$ cat src/rtl/des_key_sched_if.sv
// Purpose : handshake/bus bundle between a DES key-schedule producer and its consumer.
// Latency : n/a (signal bundle only).
// Backpressure: subkey_ready from the consumer stalls subkey_valid/subkey_out/round_idx.
//
// Signals: start/decrypt/key_in load a key; subkey_out/subkey_valid/subkey_ready/round_idx
// carry one round key per handshake; busy/done/parity_err report status.
// slave = key-schedule side, master = side that loads keys and consumes subkeys.
interface des_key_sched_if #(
    parameter int RND_W = 5
);
    logic             start;
    logic             decrypt;
    logic [1:64]      key_in;
    logic [1:48]      subkey_out;
    logic             subkey_valid;
    logic             subkey_ready;
    logic [RND_W-1:0] round_idx;
    logic             busy;
    logic             done;
    logic             parity_err;

    modport master (
        output start, decrypt, key_in, subkey_ready,
        input  subkey_out, subkey_valid, round_idx, busy, done, parity_err
    );

    modport slave (
        input  start, decrypt, key_in, subkey_ready,
        output subkey_out, subkey_valid, round_idx, busy, done, parity_err
    );
endinterface

$ cat src/rtl/des_key_sched.sv
// Purpose : sequential DES key schedule, one 48-bit round key per valid/ready handshake.
// Latency : first subkey valid the cycle after start is sampled; then one per cycle.
// Backpressure: subkey_ready low holds subkey_out/round_idx/subkey_valid stable indefinitely.
//
// Ports: clk, rst (synchronous, active high); bus (des_key_sched_if.slave):
//   start/decrypt/key_in sampled in IDLE; subkey_out/subkey_valid/subkey_ready/round_idx
//   carry the schedule (K1..K16 encrypt, K16..K1 decrypt); busy high outside IDLE;
//   done pulses one cycle after the last accepted subkey; parity_err see below.
// Build option: define DES_KEY_PARITY_CHECK_EN to reject keys with any even-parity byte
//   (one-cycle parity_err pulse, stays IDLE). Undefined: parity bits ignored, parity_err = 0.
module des_key_sched #(
    parameter int NUM_ROUNDS = 16,
    parameter int RND_W      = 5
) (
    input  logic           clk,
    input  logic           rst,
    des_key_sched_if.slave bus
);

    typedef enum logic {IDLE, GEN} state_t;

    // PC1: 64-bit key -> 56-bit C||D, DES bit numbering (1 = MSB).
    localparam int PC1_T [1:56] = '{
        57, 49, 41, 33, 25, 17,  9,
         1, 58, 50, 42, 34, 26, 18,
        10,  2, 59, 51, 43, 35, 27,
        19, 11,  3, 60, 52, 44, 36,
        63, 55, 47, 39, 31, 23, 15,
         7, 62, 54, 46, 38, 30, 22,
        14,  6, 61, 53, 45, 37, 29,
        21, 13,  5, 28, 20, 12,  4
    };

    // PC2: 56-bit C||D -> 48-bit round key.
    localparam int PC2_T [1:48] = '{
        14, 17, 11, 24,  1,  5,
         3, 28, 15,  6, 21, 10,
        23, 19, 12,  4, 26,  8,
        16,  7, 27, 20, 13,  2,
        41, 52, 31, 37, 47, 55,
        30, 40, 51, 45, 33, 48,
        44, 49, 39, 56, 34, 53,
        46, 42, 50, 36, 29, 32
    };

    function automatic logic [1:56] pc1(input logic [1:64] k);
        logic [1:56] p;
        for (int i = 1; i <= 56; i++) begin
            p[i] = k[PC1_T[i]];
        end
        return p;
    endfunction

    function automatic logic [1:48] pc2(input logic [1:56] cd);
        logic [1:48] p;
        for (int i = 1; i <= 48; i++) begin
            p[i] = cd[PC2_T[i]];
        end
        return p;
    endfunction

    // Rounds 1, 2, 9 and 16 shift by one; every other round shifts by two.
    function automatic logic is_double(input logic [RND_W-1:0] r);
        return !((r == RND_W'(1)) || (r == RND_W'(2)) ||
                 (r == RND_W'(9)) || (r == RND_W'(16)));
    endfunction

    // C and D are rotated as independent 28-bit halves.
    function automatic logic [1:56] rotl_cd(input logic [1:56] cd, input logic two);
        logic [1:28] c;
        logic [1:28] d;
        c = cd[1:28];
        d = cd[29:56];
        if (two) begin
            return {c[3:28], c[1:2], d[3:28], d[1:2]};
        end
        return {c[2:28], c[1], d[2:28], d[1]};
    endfunction

    function automatic logic [1:56] rotr_cd(input logic [1:56] cd, input logic two);
        logic [1:28] c;
        logic [1:28] d;
        c = cd[1:28];
        d = cd[29:56];
        if (two) begin
            return {c[27:28], c[1:26], d[27:28], d[1:26]};
        end
        return {c[28], c[1:27], d[28], d[1:27]};
    endfunction

    state_t           state_q, state_d;
    logic [1:56]      cd_q, cd_d;
    logic [RND_W-1:0] cnt_q, cnt_d;
    logic             dec_q, dec_d;
    logic             done_q, done_d;
    logic             key_ok;
    logic             hs;
    logic             last;
    logic [RND_W-1:0] enc_rnd;   // round whose shift is applied next when encrypting
    logic [RND_W-1:0] dec_rnd;   // round number currently presented when decrypting

`ifdef DES_KEY_PARITY_CHECK_EN
    logic perr_q, perr_d;

    // Every byte of the key must carry odd parity.
    always_comb begin
        key_ok = 1'b1;
        for (int b = 0; b < 8; b++) begin
            if (!(^bus.key_in[8*b+1 +: 8])) begin
                key_ok = 1'b0;
            end
        end
    end
`else
    assign key_ok = 1'b1;
`endif

    assign hs      = (state_q == GEN) && bus.subkey_ready;
    assign last    = (cnt_q == RND_W'(NUM_ROUNDS));
    assign enc_rnd = cnt_q + RND_W'(1);
    assign dec_rnd = RND_W'(17) - cnt_q;

    // State register
    always_ff @(posedge clk) begin
        if (rst) begin
            state_q <= IDLE;
            cd_q    <= '0;
            cnt_q   <= '0;
            dec_q   <= 1'b0;
            done_q  <= 1'b0;
`ifdef DES_KEY_PARITY_CHECK_EN
            perr_q  <= 1'b0;
`endif
        end else begin
            state_q <= state_d;
            cd_q    <= cd_d;
            cnt_q   <= cnt_d;
            dec_q   <= dec_d;
            done_q  <= done_d;
`ifdef DES_KEY_PARITY_CHECK_EN
            perr_q  <= perr_d;
`endif
        end
    end

    // Next-state and datapath update
    always_comb begin
        state_d = state_q;
        cd_d    = cd_q;
        cnt_d   = cnt_q;
        dec_d   = dec_q;
        done_d  = 1'b0;
`ifdef DES_KEY_PARITY_CHECK_EN
        perr_d  = 1'b0;
`endif
        case (state_q)
            IDLE: begin
                if (bus.start) begin
                    if (key_ok) begin
                        state_d = GEN;
                        dec_d   = bus.decrypt;
                        cnt_d   = RND_W'(1);
                        // Decrypt starts at K16: C16D16 equals C0D0, so no shift.
                        cd_d    = bus.decrypt ? pc1(bus.key_in)
                                              : rotl_cd(pc1(bus.key_in), 1'b0);
                    end
`ifdef DES_KEY_PARITY_CHECK_EN
                    else begin
                        perr_d = 1'b1;
                    end
`endif
                end
            end
            GEN: begin
                if (hs) begin
                    if (last) begin
                        state_d = IDLE;
                        done_d  = 1'b1;
                    end else begin
                        cnt_d = cnt_q + RND_W'(1);
                        // Decrypt undoes the shift of the round just delivered.
                        cd_d  = dec_q ? rotr_cd(cd_q, is_double(dec_rnd))
                                      : rotl_cd(cd_q, is_double(enc_rnd));
                    end
                end
            end
            default: state_d = IDLE;
        endcase
    end

    // Outputs
    always_comb begin
        bus.subkey_valid = (state_q == GEN);
        bus.busy         = (state_q == GEN);
        bus.subkey_out   = pc2(cd_q);
        bus.done         = done_q;
        bus.round_idx    = '0;
        if (state_q == GEN) begin
            bus.round_idx = dec_q ? dec_rnd : cnt_q;
        end
`ifdef DES_KEY_PARITY_CHECK_EN
        bus.parity_err   = perr_q;
`else
        bus.parity_err   = 1'b0;
`endif
    end

endmodule

$ cat src/flat_wrapper.sv
// flat-port wrapper written by rule: the top's interface ports become plain ports
module des_key_sched_flat 
#(
    parameter int NUM_ROUNDS = 16,
    parameter int RND_W      = 5
)
  (clk, rst, bus_start, bus_decrypt, bus_key_in, bus_subkey_ready, bus_subkey_out, bus_subkey_valid, bus_round_idx, bus_busy, bus_done, bus_parity_err);
  des_key_sched_if #(.RND_W(RND_W)) bus_i ();
  input  logic clk;
  input  logic rst;
  input wire logic [$bits(bus_i.start)-1:0] bus_start;
  input wire logic [$bits(bus_i.decrypt)-1:0] bus_decrypt;
  input wire logic [$bits(bus_i.key_in)-1:0] bus_key_in;
  input wire logic [$bits(bus_i.subkey_ready)-1:0] bus_subkey_ready;
  output wire logic [$bits(bus_i.subkey_out)-1:0] bus_subkey_out;
  output wire logic [$bits(bus_i.subkey_valid)-1:0] bus_subkey_valid;
  output wire logic [$bits(bus_i.round_idx)-1:0] bus_round_idx;
  output wire logic [$bits(bus_i.busy)-1:0] bus_busy;
  output wire logic [$bits(bus_i.done)-1:0] bus_done;
  output wire logic [$bits(bus_i.parity_err)-1:0] bus_parity_err;
  assign bus_i.start = bus_start;
  assign bus_i.decrypt = bus_decrypt;
  assign bus_i.key_in = bus_key_in;
  assign bus_i.subkey_ready = bus_subkey_ready;
  assign bus_subkey_out = bus_i.subkey_out;
  assign bus_subkey_valid = bus_i.subkey_valid;
  assign bus_round_idx = bus_i.round_idx;
  assign bus_busy = bus_i.busy;
  assign bus_done = bus_i.done;
  assign bus_parity_err = bus_i.parity_err;
  des_key_sched #(.NUM_ROUNDS(NUM_ROUNDS), .RND_W(RND_W)) u_core (.clk(clk), .rst(rst), .bus(bus_i));
endmodule
$ cat config.mk
export PLATFORM = sky130hd
export DESIGN_NAME = des_key_sched_flat
export DESIGN_NICKNAME = d
export VERILOG_FILES = /design/src/rtl/des_key_sched_if.sv /design/src/rtl/des_key_sched.sv /design/src/flat_wrapper.sv
export SDC_FILE = /design/constraint.sdc
export NUM_CORES = 1
export LEC_CHECK = 0
export ABC_CLOCK_PERIOD_IN_PS = 3050
export BUFFER_PORTS_ARGS = -buffer_cell sky130_fd_sc_hd__buf_2
export CAP_MARGIN = 20
export CORE_UTILIZATION = 50
export DETAILED_ROUTE_END_ITERATION = 12
export GPL_ROUTABILITY_DRIVEN = 0
export PLACE_DENSITY = 0.75
export SLEW_MARGIN = 20
export SYNTH_ARGS = -nofsm -noshare
export SYNTH_HDL_FRONTEND = slang
export SYNTH_SLANG_ARGS = --single-unit
$ cat constraint.sdc
create_clock -name clk -period 3.05 [get_ports clk]
set_input_delay 0.1525 -clock clk [delete_from_list [all_inputs] [get_ports clk]]
set_output_delay 0.1525 -clock clk [all_outputs]
set_load 0.02 [all_outputs]
==> flow_summary.json <==
{
  "status": "completed",
  "die_h_um": 108,
  "ant_nets": 0,
  "num_io_pins": 126,
  "cts-root-buf": "clkbuf_16",
  "multi_input_area_sq_um": 3680,
  "cp-end-kind": "flop",
  "finalWorstSetupSlack_ns": 0.238,
  "layout_common_cells": "buf_2, mux2i_1, dfxtp_1",
  "cts_setup_buffers": 0,
  "cts.path.max_buffers": 2,
  "core_region_area_sq_um": 10900,
  "rr_endpoint": "u_core.cd_q[30]",
  "ys.flop_type": "dfxtp_1",
  "drive_above_1_share": 0.272,
  "die_w_um": 108,
  "rrSetupSlack_ns": 0.24,
  "critPathMaxFanout": 61,
  "async_reset_ff_frac": 0,
  "syn_avg_cell_area_sq_um": 8.17,
  "wl_per_cell_um": 19.2,
  "routed_wl_um": 16600,
  "synth_cell_types": 46,
  "gr-total-overflow": 0,
  "pre_cts_ws_ns": 0.313,
  "cp.arrival_ns": 3.03,
  "drt_iter0_drc": 759,
  "nets": 795,
  "clk_pin_slew_worst_paths_ns": 0.06,
  "yosysSeqAreaShare": 0.226,
  "clock-sinks": 64,
  "final_core_util": 0.567,
  "rr_worst_depth": 8,
  "die-area_sq_um": 11800,
  "synth_nets": 768,
  "num_rows": 38,
  "cts_made_buffers": 9,
  "layout_commonest_cell": "buf_2",
  "crit_required_ns": 3.27,
  "hold_class": "in2reg",
  "grt_pass1_vias": 5376,
  "track_usage": 0.285,
  "timing.hold.ws_ns": 0.112,
  "slew_violations": 0,
  "place_area_sq_um": 5900,
  "grt_max_degree": 64,
  "finalSetupViolCount": 0,
  "clk_latency_ns": 0.34,
  "portBuffers": 116,
  "ir_drop_mv": 0.276,
  "start_kind": "flop",
  "min_to": "u_core.bus.busy",
  "firstDrtPassIters": 5,
  "tns_ns": 0,
  "antennaDiodeCount": 0,
  "finalInstanceArea_sq_um": 6200,
  "antenna_found_initial": 0,
  "hold_buffers": 0,
  "place_hpwl_um": 10800,
  "dp.cells": 849,
  "h-tree-depth": 3,
  "netlist_area_sq_um": 5660,
  "rsz0062_at_grt": "no",
  "worstHoldStart": "bus_start",
  "viasPerCell": 6.54,
  "drc": 0,
  "worstSetupPathType": "reg2reg",
  "area_delta_synth_final_pct": 9.50,
  "r2r_start": "u_core.cnt_q[0]",
  "powerDensity_nw_per_um2": 478,
  "tightest_slew_ns": 1.11,
  "finalHoldViolations": 0,
  "cts_tree": "done",
  "power_mw": 2.97,
  "p_leak_nw": 2.63,
  "grt_pass1_wl_um": 26700,
  "fmax_mhz": 356,
  "synth_cells": 693,
  "start_util": 0.518,
  "cap_violations": 0,
  "synth-edff-count": 0,
  "final_cell_count_no_fill": 865,
  "ys_ff_latch": 64,
  "num_vias": 5656,
  "register_area_sq_um": 1280,
  "cts_resized": 0,
  "n_fill_cell": 1019,
  "fin_skew_ns": 0.00814,
  "yosys_warnings": 0,
  "period_needed_ns": 2.81,
  "min_path_cells": 3,
  "max_slew_margin": 0.256,
  "fin_crit_sh": 0.922
}
-- critical path: stages, from the launching register on --
cell     delay (ns)
dfxtp_1        0.51
ha_1           0.32
nand3_1        0.12
xor2_1         0.22
nor3b_1        0.35
or2_2          0.20
buf_12         0.28
mux2_2         0.38
o311a_1        0.30
-- worst max-delay path by stage --
stage	cells after the start	from	end	slack (ns)
CTS	8	u_core.cnt_q[0]	u_core.cd_q[30]	0.26
global route	8	u_core.cnt_q[0]	u_core.cd_q[30]	0.06
global placement	8	u_core.cnt_q[0]	u_core.cd_q[32]	0.39
detailed placement	8	u_core.cnt_q[0]	u_core.cd_q[13]	0.31
floorplan	9	u_core.cnt_q[0]	u_core.cd_q[12]	0.61
finish	8	u_core.cnt_q[0]	u_core.cd_q[30]	0.24
-- sequential cells by signal (all words and copies together), names as in the netlist --
signal and cells:
u_core.cnt_q 5, u_core.dec_q 1, u_core.bus.done 1, u_core.cd_q 56, u_core.bus.busy 1
-- logic make-up after synthesis --
logic type	share of synthesized area
multiplexers	0.240
flip-flops	0.226
AND/OR/NAND/NOR	0.145
adder cells (fa/ha/maj)	0.0133
other	0.000662
AO/OA/AOI/OAI	0.236
XOR/XNOR	0.00928
buffers and inverters	0.129
-- layout make-up --
type                    count  area share
clock buffers              10      0.0385
clock inverters             6      0.0109
inverters                   5     0.00303
multi-input cells         506       0.593
flip-flops and latches     64       0.207
well taps                 140      0.0282
repair buffers            134       0.119
-- power by group --
group	internal (mW)	switching [mW]
Combinational	0.368	0.499
Clock	0.658	0.409
Sequential	0.910	0.122
Total	1.94	1.03
-- synth_stat cells (all sizes together), types with 2 or more instances --
master / instances / area (sq um)
nor3b: 7 / 52.6
or3: 16 / 100
nor3: 40 / 200
a21boi: 2 / 15.0
a221oi: 34 / 304
a211oi: 33 / 248
mux2i: 82 / 821
a31oi: 16 / 100
clkbuf: 50 / 189
a211o: 8 / 70.1
o21ai: 52 / 260
nand3: 4 / 20.0
a21oi: 15 / 75.1
o32ai: 5 / 43.8
ha: 6 / 75.1
xor2: 3 / 26.3
o311a: 15 / 150
and2: 3 / 18.8
buf: 68 / 526
nor2b: 3 / 18.8
mux2: 48 / 541
xnor2: 3 / 26.3
dfxtp: 64 / 1280
o22ai: 3 / 37.5
nor2: 57 / 214
nand2: 40 / 150
inv: 5 / 18.8
-- metal layers --
metal	global-route usage	vias up	wire (um)
met4	0.119	0	474
met2	0.479	271	8020
met1	0.353	2730	6850
li1	-	2604	-
met5	0	-	0
met3	0.0585	51	1280
(Power assumes the default switching activity.)
